File: config.mk
export PLATFORM = sky130hd
export DESIGN_NAME = ovc_state_tracker
export DESIGN_NICKNAME = d
export VERILOG_FILES = /design/src/rtl/ovc_state_tracker.sv
export SDC_FILE = /design/constraint.sdc
export NUM_CORES = 1
export LEC_CHECK = 0
export ABC_AREA = 1
export BUFFER_PORTS_ARGS = -buffer_cell sky130_fd_sc_hd__buf_4
export CAP_MARGIN = 20
export CORE_MARGIN = 1.5
export CORE_UTILIZATION = 25
export DETAILED_ROUTE_END_ITERATION = 16
export GPL_TIMING_DRIVEN = 1
export PLACE_DENSITY = 0.4
export SYNTH_ARGS = -nofsm -noshare
export SYNTH_HDL_FRONTEND = slang
export SYNTH_SLANG_ARGS = --single-unit
File: constraint.sdc
create_clock -name clk -period 4.65 [get_ports clk]
set_clock_uncertainty 0.1 [all_clocks]
set_input_delay 0.465 -clock clk [delete_from_list [all_inputs] [get_ports clk]]
set_output_delay 0.465 -clock clk [all_outputs]
set_load 0.005 [all_outputs]
File: src/rtl/ovc_state_tracker.sv
// ovc_state_tracker: per-output-VC busy/credit tracking between the VC allocator and switch allocator.
// Each VC is busy from grant until its tail has left and every downstream slot is credited back.
module ovc_state_tracker #(
    parameter int N     = 5,
    parameter int V     = 4,
    parameter int DEPTH = 4,
    parameter int CW    = $clog2(DEPTH + 1)
) (
    input  logic              clk,
    input  logic              rst,
    input  logic [N*V-1:0]    ovc_alloc,
    input  logic [N*V-1:0]    flit_sent,
    input  logic [N*V-1:0]    tail_sent,
    input  logic [N*V-1:0]    credit_in,
    output logic [N*V-1:0]    ovc_free,
    output logic [N*V-1:0]    ovc_credit_ok,
    output logic [N*V*CW-1:0] ovc_credits,
    output logic [N*V-1:0]    ovc_err
);
    localparam int NV = N * V;
    localparam logic [1:0] IDLE = 2'd0, ACTIVE = 2'd1, DRAIN = 2'd2;
    localparam logic [CW:0] FULL = (CW + 1)'(DEPTH);

    for (genvar i = 0; i < NV; i++) begin : g_vc
        logic [1:0]    st, st_nxt;
        logic [CW-1:0] cnt, nxt;
        logic [CW:0]   sum;
        logic          snd, ovf, err;
        always_comb begin
            snd = flit_sent[i] && st == ACTIVE && cnt != '0;
            // one extra bit so an over-credit is visible before saturation
            sum = {1'b0, cnt} + (CW + 1)'(credit_in[i]) - (CW + 1)'(snd);
            ovf = sum > FULL;
            nxt = ovf ? FULL[CW-1:0] : sum[CW-1:0];
            st_nxt = st == IDLE   ? (ovc_alloc[i] ? ACTIVE : IDLE)
                   : st == ACTIVE ? (snd && tail_sent[i] ? (nxt == FULL[CW-1:0] ? IDLE : DRAIN) : ACTIVE)
                   : st == DRAIN  ? (nxt == FULL[CW-1:0] ? IDLE : DRAIN)
                   : IDLE;
        end
        always_ff @(posedge clk) begin
            if (rst) begin
                st  <= IDLE;
                cnt <= FULL[CW-1:0];
                err <= 1'b0;
            end else begin
                st  <= st_nxt;
                cnt <= nxt;
                err <= err | (ovc_alloc[i] && st != IDLE)
                           | (flit_sent[i] && (st != ACTIVE || cnt == '0)) | ovf;
            end
        end
        assign ovc_free[i]             = st == IDLE;
        assign ovc_credit_ok[i]        = cnt != '0;
        assign ovc_credits[i*CW +: CW] = cnt;
        assign ovc_err[i]              = err;
    end
endmodule

* After elaboration in Yosys (flattened, before gate mapping)
Index checks and enable logic that the tools add are counted.
** Operators by class
- Add/subtract/negate cells :: 40
- $mul :: 0
- Div/mod/pow operators :: 0
- $lt $le $gt $ge :: 20
- Equality and inequality tests :: 80
- Shift-type cells :: 0
- Multiplexer cells :: 140
- Bitwise logic cells :: 60
- Reductions and logical operators :: 200
** Operators with widths (count)
- 2-bit two-way mux :: 100
- 1-bit logical AND :: 100
- 3-bit by 1-bit adder with 4-bit output :: 20
- 4-bit by 3-bit greater-than comparator with 1-bit output (second input constant) :: 20
- 4-bit by 1-bit subtractor with 4-bit output :: 20
- 3-bit == test (second input constant) :: 20
- 3-bit logical NOT :: 20
- 3-bit two-way mux :: 20
- 1-bit OR :: 60
- 3-bit nonzero test :: 20
- 2-bit by 1-bit == test with 1-bit output (second input constant) :: 20
- 2-bit == test (second input constant) :: 20
- 2-bit logical NOT :: 20
- 2-bit by 1-bit inequality test with 1-bit output (second input constant) :: 20
- 2-bit nonzero test :: 20
- 1-bit logical OR :: 20
- 1-bit two-way mux :: 20
** Word-level totals
- Register bits :: 120
- Latch bits :: 0
- Bits in writable memories :: 0
- Memory bits (read-only) :: 0
- Bits of input ports :: 82
- Output and inout bits :: 120
- Word-level logic and storage cells :: 600
- Memories :: 0

* Logic depth before layout (Yosys ltp)
Gate-level depths: netlist (run 1).
- Word-level depth :: 11
- Mapped depth :: 14

* Worst setup path after synthesis (run 1)
Ideal clock, no wire load.
- Path type :: register to register
- Start point :: register g_vc[0].cnt[1]
- End point :: register g_vc[0].st[1]
- Arrival time :: 2.088 ns
- Required time :: 4.486 ns
- Path slack :: 2.398 ns
- Cell stages (with the launch flop) :: 13
- Buffers on the path :: 0
- Path through :: dfxtp_1 > inv_1 > nand3_1 > nand2_1 > nor2_1 > ha_1 > inv_1 > ha_1 > fa_1 > or2_1 > a21oi_2 > nand3_2 > nor2_1
** On the way
- Cells in the longest elaborated chain, start to end :: 10
- Elaborated cells on any way between the ends :: 13
- Classes of those cells :: 2 x add/sub; 1 x order compare; 1 x eq/ne; 6 x mux; 3 x reduce/logical
** Ends and longest elaborated chain
- start, declared :: line 26 : logic [CW-1:0] cnt, nxt;
- start signal, assigned :: line 43 : cnt <= FULL[CW-1:0];
- start signal, assigned :: line 47 : cnt <= nxt;
- 3-bit nonzero test (*)
- net ovc_credit_ok[0] :: line 16 : output logic [N*V-1:0] ovc_credit_ok,
- 1-bit logical AND (*) :: line 30 : snd = flit_sent[i] && st == ACTIVE && cnt != '0;
- 4-bit by 1-bit subtractor with 4-bit output :: line 32 : sum = {1'b0, cnt} + (CW + 1)'(credit_in[i]) - (CW + 1)'(snd);
- 4-bit by 3-bit greater-than comparator with 1-bit output :: line 33 : ovf = sum > FULL;
- 3-bit two-way mux :: line 34 : nxt = ovf ? FULL[CW-1:0] : sum[CW-1:0];
- 3-bit == test :: line 36, 37
- 2-bit two-way mux :: line 36, 37
- 2-bit two-way mux, on equally long branches :: line 37, 36
- 2-bit two-way mux (*) :: line 36 : : st == ACTIVE ? (snd && tail_sent[i] ? (nxt == FULL[CW-1:0] ? IDLE : DRAIN) : ACTIVE)
- 2-bit two-way mux (*) :: line 35 : st_nxt = st == IDLE ? (ovc_alloc[i] ? ACTIVE : IDLE)
- end signal, assigned :: line 46 : st <= st_nxt;
- end, declared :: line 25 : logic [1:0] st, st_nxt;
The timed path passes the listed nets; every way through them passes the cells marked *.
A chain may end at the register's enable or synchronous reset.

* Final worst setup path (run 1)
- Start point :: register g_vc[0].cnt[1]
- End point :: register g_vc[0].err
** On the way
- Cells in the longest elaborated chain, start to end :: 5
- Elaborated cells on any way between the ends :: 10
- Classes of those cells :: 2 x add/sub; 1 x order compare; 2 x bitwise; 5 x reduce/logical
** Ends and longest elaborated chain
- parallel branches: the longest is 4 deep, another holds 3-bit by 1-bit adder with 4-bit output
- 1-bit OR (*) :: line 49 : | (flit_sent[i] && (st != ACTIVE || cnt == '0)) | ovf;
- end signal, assigned :: line 48 : err <= err | (ovc_alloc[i] && st != IDLE)
- end, declared :: line 28 : logic snd, ovf, err;
Mark *: on every way between the ends.

==> results of run 1 <==
per-layer routing:
metal  routed length (microns)  GRT usage  part of all wire
met1                      9070      0.148              0.45
met2                      9580      0.218              0.48
met3                      1060     0.0394             0.053
met4                       247     0.0350             0.012
met5                         0          0                 0
critical path, cell delays in order, from the launching register on:
cell and delay, ns:
dfxtp_1 0.33, inv_1 0.13, nand3_1 0.16, nand2_1 0.12
nor2_1 0.05, ha_1 0.26, inv_1 0.04, ha_1 0.20
fa_1 0.38, or2_1 0.26, nand3_1 0.08, nand3_1 0.10
nor2_1 0.10, nor2_1 0.04
cell type report:
| cell class | count | area (sq um) | area share |
|---|---|---|---|
| multi-input combinational | 759 | 4390 | 0.427 |
| sequential | 120 | 2400 | 0.234 |
| clock buffer | 20 | 467 | 0.0454 |
| timing repair buffer | 201 | 1510 | 0.147 |
| tap | 396 | 495 | 0.0482 |
| inverter | 232 | 871 | 0.0847 |
| clock inverter | 12 | 149 | 0.0145 |
stage by stage:
step / cells / power (W)
finish: 1740 / 0.00413
global route: 1740 / 0.00448
CTS: 1740 / 0.00423
detailed placement: 1708 / 0.00278
global placement: 1708 / 0.00279
floorplan: 1137 / 0.00226
path summary, 6_finish.rpt:
kind | endpoint | start | slack, ns
setup / recovery | g_vc[0].err | g_vc[0].cnt[1] | 2.14
hold / removal | g_vc[18].st[0] | ovc_alloc[18] | 0.22
setup reg to reg | g_vc[0].err | g_vc[0].cnt[1] | 2.14
hold reg to reg | g_vc[8].st[1] | g_vc[8].st[0] | 0.41
cells in the final DEF (no fill, tap or decap):
master,count
buf_4,201
nor2_1,184
nand3_1,81
inv_1,232
fa_1,20
nand2_1,262
a21oi_1,40
clkinvlp_4,4
clkbuf_8,3
clkinv_2,4
nand4_1,20
or2_2,12
clkinv_4,1
or2_1,19
dfxtp_1,120
nand3_2,20
bufinv_16,3
a21oi_2,20
ha_1,81
clkbuf_16,17
state kept, by name, summed over array words and instances (netlist names):
| signal | count |
|---|---|
| g_vc.cnt | 60 |
| g_vc.err | 20 |
| g_vc.st | 40 |
power by group:
| part | leakage (nW) | internal [W] | switching, W |
|---|---|---|---|
| sequential | 0.984 | 0.00116 | 0.0000948 |
| combinational | 4.05 | 0.000651 | 0.000821 |
| clock | 0.294 | 0.000883 | 0.000515 |
| total | 5.33 | 0.00270 | 0.00143 |
cells by family (layout without fill, tap and decap cells):
family                     count (synthesis)  after routing  synth area share
AOI/OAI and AO/OA                         60             60            0.0477
adders and majority gates                101            101             0.180
buffers and inverters                    258            465             0.138
DFF                                      120            120             0.305
and+or+nand+nor                          598            598             0.330
==> impl_metrics.csv, run 1 <==
group,metric,value,unit
power_and_ir_drop,peakVddDrop,210,uV
routing,wire_per_inst,11.5,microns
routing,drt_iter0_drc,196,
critical_path,timing_worst_setup_path_type,"reg -> reg",
yosys,synth_fp_nets,1320,
clocking,holdBufCountCts,0,
clocking,htree_levels,4,
grt,grt_usage,0.125,
routing,drcViolationCount,0,
timing,setup_viol,0,
yosys,synth_area,7880,sq um
yosys,synthTopCellsByCount,"262 x nand2_1, 232 x inv_1, 184 x nor2_1",
timing,fin_crit,2.51,ns
yosys,yosys_warnings,0,
timing,worst_pin_slew,0.944,ns
yosys,post-synth-top-count-cell,"nand2_1",
clocking,clock_path_buffers,2,
routing,postRouteAntennaNets,0,
timing,drv_slew,0,
final_layout,fin_area,10300,sq um
clocking,post_cts_resized,0,
place,dp_hpwl,16200,microns
final_layout,fill_cells,3370,
die,core_area,30800,sq um
yosys,synth-seq-cells,120,
routing,first_pass_iters,4,
critical_path,rr_worst_depth,13,
critical_path,path_max_fanout,3,
final_layout,num_antenna_cells,0,
yosys,yosysTopAreaCellShare,0.305,
min_path,holdCritPathClass,"in -> reg",
timing,hold_viol,0,
yosys,synthCells,1137,
critical_path,critPathLaunchType,"register",
critical_path,arrival,2.68,ns
place,gp_congestion,0.757,
clocking,postCtsSetupRepairBufs,0,
timing,slew_headroom,0.370,
timing,rsz0062_at_grt,"no",
yosys,synth_edf_count,0,
die,die_y,180,microns
routing,via_count,7035,
status,status,"complete, no violations",
die,ios,202,
final_layout,areaGrowthSynthToFinish,30.6,%
place,port_buffers,201,
place,placed_area,9670,sq um
grt,grt_pass1_vias,6870,
timing,hold_ws,0.216,ns
yosys,yosysSeqAreaShare,0.305,
yosys,yosys-top-cells-area,"dfxtp_1 31%, ha_1 13%, nand2_1 12%",
power_and_ir_drop,powerDensity,401,nW/um^2
clocking,cts_root_buf,"clkbuf_16",
final_layout,drive_gt1_frac,0.212,
power_and_ir_drop,p_leak,5.33,nW
flow_run,cap_violations,0,
timing,fin_ws,2.14,ns
critical_path,cp_data_required_time,4.82,ns
routing,vias_per_cell,4.04,
clocking,clkTransAtPathRegs,0.06,ns
die,start_util,0.255,
timing,period_share,0.540,
yosys,ys.flop_type,"dfxtp_1",
grt,overflow,0,
die,rows,64,
grt,grt_max_degree,61,
min_path,min_path_cells,3,
grt,grt_pass1_wl,32900,microns
final_layout,post-route-util,0.333,
die,die_x,180,microns
clocking,clock_latency,0.42,ns
routing,routed_wl,20000,microns
place,place_ws,2.13,ns
final_layout,fin_nets,1514,
clocking,cts_buffers,17,
timing,tns,0,ns
yosys,synth_cell_types,15,
grt,antenna_found_initial,0,
clocking,tritoncts,"yes",
timing,max_freq,0.398,GHz
yosys,synth.largest_area_cell,"dfxtp_1",
yosys,synthArstFlopShare,0,
die,design.die.area,32600,sq um
clocking,cts.sink_count,120,
critical_path,crit_path_end_kind,"register",
yosys,avgSynthCellArea,6.93,sq um
Note: power is estimated with default switching activity, not from simulation.
==> run 2, diff against run 1 <==
clock period = 2.49 ns   (was 4.65 ns; I/O delays follow)
==> run 2 against run 1 <==
- design area grew 5.6%
- clock-buffer cell count is the same
- maximum frequency grew 7.6%
- sequential share of layout area shrank 1.2 points
- core utilization grew 1.9 points
- first-iteration DRC count grew 7.7%
- wire length grew 1.4%
- total power grew 87%
==> impl_metrics.csv, run 2 (synthesized netlist as in run 1, its figures left out) <==
group,metric,value,unit
die,die_y,180,microns
critical_path,critPathLaunchType,"register",
clocking,clock_latency,0.42,ns
clocking,clock_path_buffers,2,
final_layout,layout_common_cells,"260 x nand2_1, 236 x buf_4, 212 x inv_1, 159 x nor2_1, 112 x dfxtp_1",
timing,hold_viol,0,
die,core_area,30800,sq um
clocking,htree_levels,4,
grt,grt_pass1_vias,7244,
routing,routed_wl,20200,microns
final_layout,fin_nets,1568,
grt,use_met2,0.226,
final_layout,layout_commonest_cell,"nand2_1",
final_layout,largest_register_ffs,60,
timing,fin_ws,0.157,ns
timing,slew_headroom,0.708,
timing,drv_slew,0,
place,dp_hpwl,16500,microns
flow_run,cap_violations,0,
final_layout,areaGrowthSynthToFinish,37.9,%
timing,fin_crit,2.33,ns
critical_path,arrival,2.58,ns
clocking,cts_root_buf,"clkbuf_16",
timing,setup_viol,0,
min_path,holdCritPathClass,"in -> reg",
timing,hold_ws,0.0288,ns
grt,grt.busiest_layer,"met2",
timing,worst_pin_slew,0.438,ns
final_layout,drive_gt1_frac,0.281,
timing,period_share,0.937,
final_layout,fill_cells,3268,
routing,drcViolationCount,0,
critical_path,crit_path_end_kind,"register",
grt,grt_max_degree,36,
routing,first_pass_iters,4,
die,design.die.area,32600,sq um
status,status,"complete, no violations",
clocking,tritoncts,"yes",
grt,grt_pass1_wl,34100,microns
routing,wire_per_inst,11.3,microns
die,rows,64,
place,place_ws,0.0690,ns
grt,grt_usage,0.129,
timing,max_freq,0.429,GHz
critical_path,cpPeakStageDelay,0.38,ns
routing,postRouteAntennaNets,0,
critical_path,critPathSlowestCell,"fa_1",
final_layout,fin_area,10900,sq um
timing,tns,0,ns
place,placed_area,9930,sq um
die,start_util,0.255,
clocking,clkTransAtPathRegs,0.06,ns
die,die_x,180,microns
final_layout,num_antenna_cells,0,
routing,drt_iter0_drc,211,
final_layout,largest_register,"g_vc.cnt",
die,ios,202,
power_and_ir_drop,powerDensity,711,nW/um^2
grt,use_met1,0.153,
power_and_ir_drop,p_leak,5.53,nW
grt,overflow,0,
critical_path,cp_data_required_time,2.74,ns
place,port_buffers,201,
critical_path,timing_worst_setup_path_type,"reg -> reg",
final_layout,largest_registers,"g_vc.cnt: 60 flops, g_vc.st: 40 flops, g_vc.err: 20 flops",
power_and_ir_drop,peakVddDrop,372,uV
routing,via_count,7242,
critical_path,path_cells,"inv_1 > nand2_1 > nand2_1 > nor2_1 > ha_1 > inv_1 > ha_1 > fa_1 > or2_1 > a21oi_2 > nand3_2 > nor2_1",
critical_path,path_max_fanout,4,
grt,grtUsageMet3,0.0432,
timing,rsz0062_at_grt,"yes",
final_layout,post-route-util,0.352,
routing,vias_per_cell,4.04,
clocking,cts.sink_count,120,
clocking,cts_buffers,17,
grt,antenna_found_initial,0,
place,gp_congestion,0.746,
run 2: worst max-delay path: cells and delay by family, from the launching register on:
family | cells | cell delay [ns]
AOI/OAI and AO/OA | 1 | 0.13
DFF | 1 | 0.32
adders and majority gates | 3 | 0.83
buffers and inverters | 2 | 0.16
and+or+nand+nor | 6 | 0.73
run 2: final timing paths:
path,endpoint,slack (ns),cells after the start,startpoint
setup / recovery,g_vc[13].st[1],0.16,12,g_vc[13].cnt[1]
hold / removal,g_vc[13].st[0],0.03,3,ovc_alloc[13]
setup reg to reg,g_vc[13].st[1],0.16,12,g_vc[13].cnt[1]
hold reg to reg,g_vc[7].st[1],0.40,3,g_vc[7].st[0]
run 2: per-layer routing:
layer,up-vias,part of all wire,wire length [microns]
met2,102,0.49,9850
met1,3154,0.45,9110
met4,0,0.0079,159
met5,-,0,0
li1,3977,-,-
met3,9,0.055,1120
run 2: final cells by class:
cell class | count | area, sq um | share of cell area
multi-input cells | 759 | 4550 | 0.418
flip-flops and latches | 120 | 2410 | 0.222
repair buffers | 255 | 1970 | 0.182
inverters | 232 | 871 | 0.0802
well taps | 396 | 495 | 0.0456
clock buffers | 20 | 437 | 0.0402
clock inverters | 12 | 129 | 0.0119
run 2: timing repair:
item	4_1_cts	5_1_grt
hold buffers	17	1
resized for setup	0	79
endpoints found under the setup margin	0	72
endpoints found under the hold margin	17	1
buffers inserted	0	2
run 2: power by group:
group / total, W / leakage [nW] / switching [W] / internal [W]
sequential: 0.00234 / 0.986 / 0.000167 / 0.00217
combinational: 0.00298 / 4.28 / 0.00162 / 0.00136
clock: 0.00241 / 0.270 / 0.000941 / 0.00147
total: 0.00772 / 5.53 / 0.00272 / 0.00500
run 2: per-stage QoR:
stage	cells	power, W
CTS	1791	0.00782
floorplan	1137	0.00422
finish	1794	0.00772
global route	1794	0.00844
detailed placement	1742	0.00530
global placement	1742	0.00532
==> run 3, diff against run 2 <==
PLACE_DENSITY = 0.47   (was 0.4)
clock period = 2.55 ns   (was 2.49 ns; I/O delays follow)
==> run 3 against run 2 <==
- clock power is 8.3% higher
- highest routed layer unchanged
- wire length is 3.0% lower
- register-to-register slack better by 0.04 ns
- critical endpoint is now g_vc[0].err
- design area is 1.4% lower
- clock-buffer cell count is 2 lower
- global-route usage is 0.50 points lower
- non-clock buffer count is 16 lower
- combinational power is 6% lower
- cell count is 0.95% lower
==> impl_metrics.csv, run 3 (synthesized netlist as in run 1, its figures left out) <==
group,metric,value,unit
final_layout,stdcell_count,1777,
power_and_ir_drop,powerDensity,719,nW/um^2
die,design.die.area,32600,sq um
routing,first_pass_iters,4,
min_path,min_to,"g_vc[15].st[0]",
place,gp_congestion,0.771,
clocking,clock_path_buffers,2,
timing,tns,0,ns
critical_path,cpPeakStageDelay,0.39,ns
final_layout,largest_registers,"g_vc.cnt: 60 flops, g_vc.st: 40 flops, g_vc.err: 20 flops",
timing,slew_headroom,0.691,
flow_run,cap_violations,0,
clocking,clock_latency,0.42,ns
routing,drcViolationCount,0,
final_layout,fin_area,10700,sq um
timing,hold_ws,0.0255,ns
critical_path,reg2reg_to,"g_vc[0].err",
critical_path,path_cells,"inv_2 > nand3_1 > nand2_1 > nor2_1 > ha_1 > inv_1 > ha_1 > fa_1 > or2_1 > nand3_1 > nand3_1 > nor2_1 > nor2_1",
critical_path,reg2reg_from,"g_vc[0].cnt[2]",
min_path,holdCritPathClass,"in -> reg",
critical_path,cp_data_required_time,2.75,ns
final_layout,areaGrowthSynthToFinish,36.0,%
die,core_area,30800,sq um
grt,antenna_found_initial,0,
critical_path,r2r_slack,0.19,ns
timing,rsz0062_at_grt,"yes",
critical_path,path_max_fanout,3,
timing,fin_crit,2.36,ns
status,status,"complete, no violations",
routing,postRouteAntennaNets,0,
timing,drv_slew,0,
final_layout,num_antenna_cells,0,
clocking,cts.sink_count,120,
critical_path,arrival,2.56,ns
routing,via_count,7370,
clocking,cts_buffers,17,
final_layout,layout_common_cells,"260 x nand2_1, 222 x buf_4, 219 x inv_1, 174 x nor2_1, 120 x dfxtp_1",
min_path,min_path_cells,3,
place,dp.cells,1726,
final_layout,largest_register,"g_vc.cnt",
timing,setup_viol,0,
grt,overflow,0,
timing,period_share,0.925,
die,die_x,180,microns
routing,wire_per_inst,11.0,microns
power_and_ir_drop,peakVddDrop,365,uV
timing,max_freq,0.424,GHz
timing,hold_viol,0,
critical_path,critPathSlowestCell,"fa_1",
critical_path,crit_path_end_kind,"register",
final_layout,layout_commonest_cell,"nand2_1",
clocking,tritoncts,"yes",
routing,drt_iter0_drc,278,
place,dp_hpwl,16000,microns
grt,grt_max_degree,26,
grt,grt_usage,0.124,
final_layout,largest_register_ffs,60,
place,placed_area,9810,sq um
die,ios,202,
die,start_util,0.255,
min_path,worst_hold_startpoint,"ovc_alloc[15]",
die,die_y,180,microns
routing,routed_wl,19600,microns
routing,vias_per_cell,4.15,
place,port_buffers,201,
grt,grt_pass1_wl,33300,microns
clocking,cts_root_buf,"clkbuf_16",
critical_path,timing_worst_setup_path_type,"reg -> reg",
clocking,htree_levels,4,
clocking,clkTransAtPathRegs,0.06,ns
critical_path,critPathLaunchType,"register",
final_layout,drive_gt1_frac,0.246,
timing,worst_pin_slew,0.464,ns
critical_path,rr_worst_depth,13,
final_layout,fin_nets,1552,
die,rows,64,
power_and_ir_drop,p_leak,5.50,nW
grt,grt_pass1_vias,7206,
==> run 3: cell types whose count changed in the layout (fill, tap and decap cells not counted), sizes merged <==
cell / change
buf: -14
bufinv: +2
clkbuf: -2
clkinv: -3
clkinvlp: -1
dlygate4sd3: -2
inv: +3
==> run 3: layer usage <==
metal  track usage  wire length (microns)
met4        0.0323                    173
met3        0.0414                   1300
met1         0.150                   9080
met2         0.211                   9060
met5             0                      0
==> run 3: report_power, final <==
group	total (W)	switching (W)	internal [W]
registers	0.00228	0.000166	0.00212
logic	0.00280	0.00154	0.00126
clock network	0.00261	0.000961	0.00165
total	0.00770	0.00267	0.00503
==> run 3: area by class of cell <==
type	count	area (sq um)
fillers	3301	20100
repair buffers	239	1850
clock buffers	18	429
well taps	396	495
clock inverters	13	196
inverters	232	871
multi-input cells	759	4470
flip-flops and latches	120	2400
==> run 3: through the flow <==
| step | util | power [W] | setup slack (ns) |
|---|---|---|---|
| floorplan | - | 0.00412 | 0.298 |
| global placement | 0.318 | 0.00509 | 0.128 |
| detailed placement | 0.318 | 0.00511 | 0.0928 |
| CTS | 0.344 | 0.00783 | 0.0830 |
| global route | 0.347 | 0.00840 | -0.0196 |
| finish | 0.347 | 0.00770 | 0.192 |
==> run 3: what timing repair did <==
action,CTS,global route
hold endpoints to repair,16,0
buffers inserted,0,4
setup endpoints to repair,0,55
resized for setup,0,36
hold buffers,16,0
==> run 3: worst max-delay path by stage <==
stage               startpoint            end  slack [ns]  cells after the start
2_1_floorplan   g_vc[0].cnt[1]  g_vc[0].st[1]        0.30                     12
3_3_place_gp   g_vc[10].cnt[1]   g_vc[10].err        0.13                     13
3_5_place_dp    g_vc[7].cnt[1]    g_vc[7].err        0.09                     13
4_1_cts         g_vc[7].cnt[1]    g_vc[7].err        0.08                     13
5_1_grt        g_vc[10].cnt[1]   g_vc[10].err       -0.02                     13
6_report        g_vc[0].cnt[2]    g_vc[0].err        0.19                     13
==> run 3: worst max-delay path: cells and delay by family (launching register included) <==
family | cells | cell delay (ns)
simple gates | 8 | 0.84
buf+inv | 2 | 0.12
fa+ha+maj | 3 | 0.85
flops | 1 | 0.34
